==> config.mk <==
export PLATFORM = sky130hd
export DESIGN_NAME = exec_writeback
export DESIGN_NICKNAME = d
export VERILOG_FILES = /design/src/rtl/exec_writeback.sv
export SDC_FILE = /design/constraint.sdc
export NUM_CORES = 1
export LEC_CHECK = 0
export BUFFER_PORTS_ARGS = -buffer_cell sky130_fd_sc_hd__buf_2
export CAP_MARGIN = 30
export CORE_MARGIN = 5
export CORE_UTILIZATION = 53
export CTS_BUF_LIST = sky130_fd_sc_hd__clkbuf_2
export DETAILED_ROUTE_END_ITERATION = 7
export PLACE_DENSITY = 0.82
export SYNTH_ARGS = -nofsm -noshare
export SYNTH_HDL_FRONTEND = slang
export SYNTH_SLANG_ARGS = --single-unit
==> constraint.sdc <==
create_clock -name clk -period 2.05 [get_ports clk]
set_clock_uncertainty 0.15 [all_clocks]
set_input_delay 0.41 -clock clk [delete_from_list [all_inputs] [get_ports clk]]
set_output_delay 0.41 -clock clk [all_outputs]
set_load 0.05 [all_outputs]
==> src/rtl/exec_writeback.sv <==
// -----------------------------------------------------------------------------
// exec_writeback
//   Execute-to-writeback boundary stage. It captures ALU results and flags,
//   keeps the processor status register (CLFZN), and buffers register
//   writebacks in a 2-entry FIFO so that a stalled register file port does
//   not stall the ALU straight away. It also evaluates branch condition codes
//   against the current PSR.
// -----------------------------------------------------------------------------
module exec_writeback #(
    parameter int WIDTH = 16
) (
    input  logic             clk,
    input  logic             rst_n,

    // ALU result side
    input  logic             in_valid,
    output logic             in_ready,
    input  logic [WIDTH-1:0] in_result,
    input  logic [4:0]       in_flags,
    input  logic [4:0]       in_flag_mask,
    input  logic             in_wr_reg,
    input  logic [3:0]       in_dest,

    // Direct PSR write and status
    input  logic             psr_load,
    input  logic [4:0]       psr_data,
    output logic [4:0]       psr,
    output logic             carry,

    // Branch condition evaluation
    input  logic [3:0]       cond,
    output logic             cond_true,

    // Register file writeback side
    output logic             wb_valid,
    input  logic             wb_ready,
    output logic [WIDTH-1:0] wb_data,
    output logic [3:0]       wb_dest
);

    // PSR bit positions
    localparam int PSR_C = 4;
    localparam int PSR_L = 3;
    localparam int PSR_F = 2;
    localparam int PSR_Z = 1;
    localparam int PSR_N = 0;

    // One buffered writeback
    typedef struct packed {
        logic [WIDTH-1:0] data;
        logic [3:0]       dest;
    } wb_entry_t;

    // Condition code encodings
    typedef enum logic [3:0] {
        CC_EQ  = 4'b0000,   // Z
        CC_NE  = 4'b0001,   // ~Z
        CC_CS  = 4'b0010,   // C
        CC_CC  = 4'b0011,   // ~C
        CC_LT  = 4'b0100,   // L
        CC_GE  = 4'b0101,   // ~L
        CC_MI  = 4'b0110,   // N
        CC_PL  = 4'b0111,   // ~N
        CC_FS  = 4'b1000,   // F
        CC_FC  = 4'b1001,   // ~F
        CC_GT  = 4'b1010,   // ~Z & ~L
        CC_LE  = 4'b1011,   // Z | L
        CC_HI  = 4'b1100,   // ~Z & ~N
        CC_LS  = 4'b1101,   // Z | N
        CC_AL  = 4'b1110,   // always
        CC_NV  = 4'b1111    // never
    } cond_e;

    // -------------------------------------------------------------------------
    // State
    // -------------------------------------------------------------------------
    wb_entry_t  buf_q [0:1];
    logic       wr_ptr_q, wr_ptr_d;
    logic       rd_ptr_q, rd_ptr_d;
    logic [1:0] count_q,  count_d;
    logic [4:0] psr_q,    psr_d;

    // Handshake decode
    logic       xfer;
    logic       push;
    logic       pop;
    wb_entry_t  new_entry;
    cond_e      cond_code;

    assign in_ready  = (count_q != 2'd2);
    assign wb_valid  = (count_q != 2'd0);
    assign xfer      = in_valid & in_ready;
    assign push      = xfer & in_wr_reg;
    assign pop       = wb_valid & wb_ready;
    assign new_entry = '{data: in_result, dest: in_dest};

    // Head entry always drives the writeback port
    assign wb_data = buf_q[rd_ptr_q].data;
    assign wb_dest = buf_q[rd_ptr_q].dest;

    assign psr   = psr_q;
    assign carry = psr_q[PSR_C];

    // -------------------------------------------------------------------------
    // FIFO pointer and occupancy next-state
    // -------------------------------------------------------------------------
    // Pointers wrap naturally as 1-bit values; count tracks push/pop balance
    always_comb begin
        // NOTE: every combinationally assigned signal gets a default first so
        // no path through the block leaves it unassigned (no latch).
        wr_ptr_d = wr_ptr_q;
        rd_ptr_d = rd_ptr_q;
        count_d  = count_q;

        if (push) begin
            wr_ptr_d = ~wr_ptr_q;
        end
        if (pop) begin
            rd_ptr_d = ~rd_ptr_q;
        end

        unique case ({push, pop})
            2'b10:   count_d = count_q + 2'd1;
            2'b01:   count_d = count_q - 2'd1;
            default: count_d = count_q;
        endcase
    end

    // -------------------------------------------------------------------------
    // PSR next-state: masked flag merge, direct load has priority
    // -------------------------------------------------------------------------
    always_comb begin
        psr_d = psr_q;
        if (psr_load) begin
            psr_d = psr_data;
        end else if (xfer) begin
            psr_d = (psr_q & ~in_flag_mask) | (in_flags & in_flag_mask);
        end
    end

    // -------------------------------------------------------------------------
    // Control registers: pointers, occupancy and PSR
    // -------------------------------------------------------------------------
    always_ff @(posedge clk or negedge rst_n) begin
        if (!rst_n) begin
            wr_ptr_q <= 1'b0;
            rd_ptr_q <= 1'b0;
            count_q  <= 2'd0;
            psr_q    <= 5'd0;
        end else begin
            // NOTE: sequential state uses non-blocking assignments so every
            // register samples the pre-edge values of the others.
            wr_ptr_q <= wr_ptr_d;
            rd_ptr_q <= rd_ptr_d;
            count_q  <= count_d;
            psr_q    <= psr_d;
        end
    end

    // -------------------------------------------------------------------------
    // Entry storage: written at the tail on push
    // -------------------------------------------------------------------------
    always_ff @(posedge clk or negedge rst_n) begin
        if (!rst_n) begin
            // NOTE: storage is reset on purpose here: the head entry drives
            // wb_data/wb_dest directly, and those must read zero in reset.
            for (int i = 0; i < 2; i++) begin
                buf_q[i] <= '0;
            end
        end else if (push) begin
            buf_q[wr_ptr_q] <= new_entry;
        end
    end

    // -------------------------------------------------------------------------
    // Branch condition evaluation against the current PSR
    // -------------------------------------------------------------------------
    assign cond_code = cond_e'(cond);

    always_comb begin
        cond_true = 1'b0;
        unique case (cond_code)
            CC_EQ:   cond_true =  psr_q[PSR_Z];
            CC_NE:   cond_true = ~psr_q[PSR_Z];
            CC_CS:   cond_true =  psr_q[PSR_C];
            CC_CC:   cond_true = ~psr_q[PSR_C];
            CC_LT:   cond_true =  psr_q[PSR_L];
            CC_GE:   cond_true = ~psr_q[PSR_L];
            CC_MI:   cond_true =  psr_q[PSR_N];
            CC_PL:   cond_true = ~psr_q[PSR_N];
            CC_FS:   cond_true =  psr_q[PSR_F];
            CC_FC:   cond_true = ~psr_q[PSR_F];
            CC_GT:   cond_true = ~psr_q[PSR_Z] & ~psr_q[PSR_L];
            CC_LE:   cond_true =  psr_q[PSR_Z] |  psr_q[PSR_L];
            CC_HI:   cond_true = ~psr_q[PSR_Z] & ~psr_q[PSR_N];
            CC_LS:   cond_true =  psr_q[PSR_Z] |  psr_q[PSR_N];
            CC_AL:   cond_true = 1'b1;
            CC_NV:   cond_true = 1'b0;
            default: cond_true = 1'b0;
        endcase
    end

endmodule

==> results.py <==
metrics = {
    "status": {
        "outcome": "complete, but fails checks",
        "violations": "negative setup slack",
    },
    "clock_tree": {
        "clockBufferDepth": 2,
        "cts_buffers": 5,
        "htree_num_levels": 2,
        "clkLatencyLatePin_ns": 0.42,
        "cts_root_buffer": "clkbuf_2",
        "clock_sink_count": 49,
        "clk_pin_slew_ns": 0.23,
        "cts_tree": "built",
    },
    "power_and_ir_drop": {
        "peakVddDrop_mv": 1.277,
        "power_density_mw_per_mm2": 1790,
        "p_leak_uw": 0.001788,
    },
    "logic_synthesis": {
        "synthTopCellsByCount": "dfrtp_1 (49), mux2_2 (42), mux2_4 (19), nand2_1 (11), o21ai_0 (8)",
        "async_flop_share_pct": 100.0,
        "syn_inst": 181,
        "ys_seq_area_share_pct": 50.57,
        "synth_ff_type": "dfrtp_1",
        "synth.most_common_cell": "dfrtp_1",
        "yosys-top-cells-area": "dfrtp_1 (51%), mux2_2 (20%), mux2_4 (12%)",
        "syn_area_per_cell_um2": 13.40,
        "netlist.area_leader.share_pct": 50.57,
        "yosysTopAreaCell": "dfrtp_1",
        "synth.cell_area_mm2": 0.002425,
        "synth-edff-count": 0,
        "synth_seq_cells": 49,
        "syn_nets": 227,
        "yosysUniqueCellTypes": 33,
        "yosys_warnings": 0,
    },
    "placed_design": {
        "gp_congestion": 0.7763,
        "place_ws_ns": -0.2215,
        "port_buffers": 73,
        "dp_hpwl_um": 3890,
        "place_area_mm2": 0.002949,
    },
    "global_routing": {
        "grt_pass1_vias": 1933,
        "grt_pass1_wl_um": 9135,
        "antenna_found_initial": 0,
        "grt.overflow.total": 0,
        "grt_max_degree": 28,
        "groute.usage.overall_pct": 18.92,
    },
    "route": {
        "detail-route-antenna-nets": 0,
        "via_count": 1795,
        "wl_um": 5685,
        "wl_per_cell_um": 16.77,
        "dr.pass1.iters": 4,
        "route.detailed.drc": 0,
        "routed_via_density": 5.295,
        "drt-initial-drc-count": 41,
    },
    "floorplan": {
        "io_pins": 74,
        "core_mm2": 0.004384,
        "die_y_um": 77.64,
        "rows": 24,
        "start_util_pct": 55.31,
        "die_x_um": 77.64,
        "dieArea_mm2": 0.006028,
    },
    "final_layout": {
        "nets": 332,
        "fill_cells": 255,
        "syn_to_final_growth_pct": 45.82,
        "diodes": 0,
        "finalInstanceArea_mm2": 0.003536,
        "post-route-util_pct": 80.65,
        "drive_above_1_share_pct": 59.93,
    },
    "setup_path": {
        "worst-path-max-fanout": 2,
        "arrival_ns": 1.91,
        "end_kind": "output port",
        "cp_data_required_time_ns": 1.49,
        "crit_family": "compound AO/OA/AOI/OAI gates",
        "path_cells": "nor4bb_2, a41o_1, o32ai_2, o21ai_1, a21bo_4, buf_8",
        "crit_type": "flop to output port",
        "cp-start-kind": "flop",
        "slowest_delay_ns": 0.47,
        "rrSetupSlack_ns": 0.18,
        "critPathBufInv": 1,
        "critPathSlowestCell": "dfrtp_2",
    },
    "sta": {
        "setup_viol": 21,
        "layout_worst_path_cycle_share_pct": 120.6,
        "worst_slack_ns": -0.4223,
        "worst_pin_slew_ns": 0.5390,
        "hold_violations": 0,
        "fmax_mhz": 404.5,
        "rsz0062_at_grt": "yes",
        "slew_headroom_pct": 64.07,
        "holdWs_ns": 0.03338,
        "post-route-min-period_ns": 2.472,
        "slew_violations": 0,
    },
    "min_path": {
        "hold_class": "input pin to flop",
    },
    "job": {
        "cap_violations": 0,
    },
}
==> per-stage QoR <==
step | power, uW | TNS [ns] | instances
2_1_floorplan | 4122 | 0 | 181
6_report | 6328 | -1.753 | 339
4_1_cts | 6298 | -2.551 | 320
3_3_place_gp | 4682 | -0.1462 | 310
3_5_place_dp | 4770 | -0.2215 | 310
5_1_grt | 6634 | -3.487 | 339
==> worst register-to-register path: stages, from the launching register on <==
cell,delay [ns]
dfrtp_1,0.44
or2b_4,0.20
and2_1,0.20
nand2_4,0.07
or2_4,0.24
buf_4,0.20
mux2_4,0.31
==> per-layer routing <==
metal | share of wire [%] | track usage (%)
met1 | 43 | 23.36
met2 | 51 | 32.89
met3 | 5.5 | 5.556
met4 | 0.77 | 3.780
met5 | 0 | 0
==> placed cells by master, fill, tap and decap left out, types with 5 or more instances in the layout <==
cell type / instances
a21oi_1: 6
buf_2: 51
buf_4: 14
buf_8: 21
clkbuf_2: 5
dfrtp_1: 45
dlygate4sd3_1: 17
mux2_2: 22
mux2_4: 39
nand2_1: 11
o21ai_0: 6
==> kinds of logic after synthesis <==
| family | count (synthesis) | share of synthesized area, % |
|---|---|---|
| AOI/OAI and AO/OA | 22 | 5.367 |
| muxes | 65 | 32.92 |
| adders and majority gates | 1 | 0.5159 |
| and+or+nand+nor | 26 | 5.831 |
| DFF | 49 | 50.57 |
| buffers and inverters | 14 | 3.354 |
| xor gates and xnor gates | 4 | 1.445 |
==> timing repair <==
item / CTS / global route
setup buffers: 0 / 3
setup endpoints to repair: 21 / 22
hold buffers: 1 / 16
gates cloned: 1 / 0
gates resized for setup: 91 / 5
endpoints found under the hold margin: 22 / 24
==> report_power, final <==
| part | internal [uW] | switching [uW] |
|---|---|---|
| Combinational | 2130 | 2070 |
| Sequential | 1420 | 286 |
| Clock | 90.9 | 328 |
==> cell type report <==
cell class | count | area, um2 | share of cell area, %
clock buffer | 5 | 25.02 | 0.7077
clock inverter | 3 | 25.02 | 0.7077
inverter | 3 | 11.26 | 0.3185
multi-input combinational | 118 | 1216 | 34.40
sequential | 49 | 1231 | 34.82
tap | 52 | 65.06 | 1.840
timing repair buffer | 109 | 962.2 | 27.21
==> path summary, 6_finish.rpt <==
check,startpoint,to,cells after the start
worst max-delay path,flop,cond_true,6
worst min-delay path,psr_data[3],flop,3
worst max register to register,count_q[1],buf_q[27],6
worst min register to register,buf_q[5],buf_q[5],1
max in group asynchronous,rst_n,rd_ptr_q,3
min in group asynchronous,rst_n,buf_q[30],2
No activity file was read; power rests on OpenSTA's default activity.
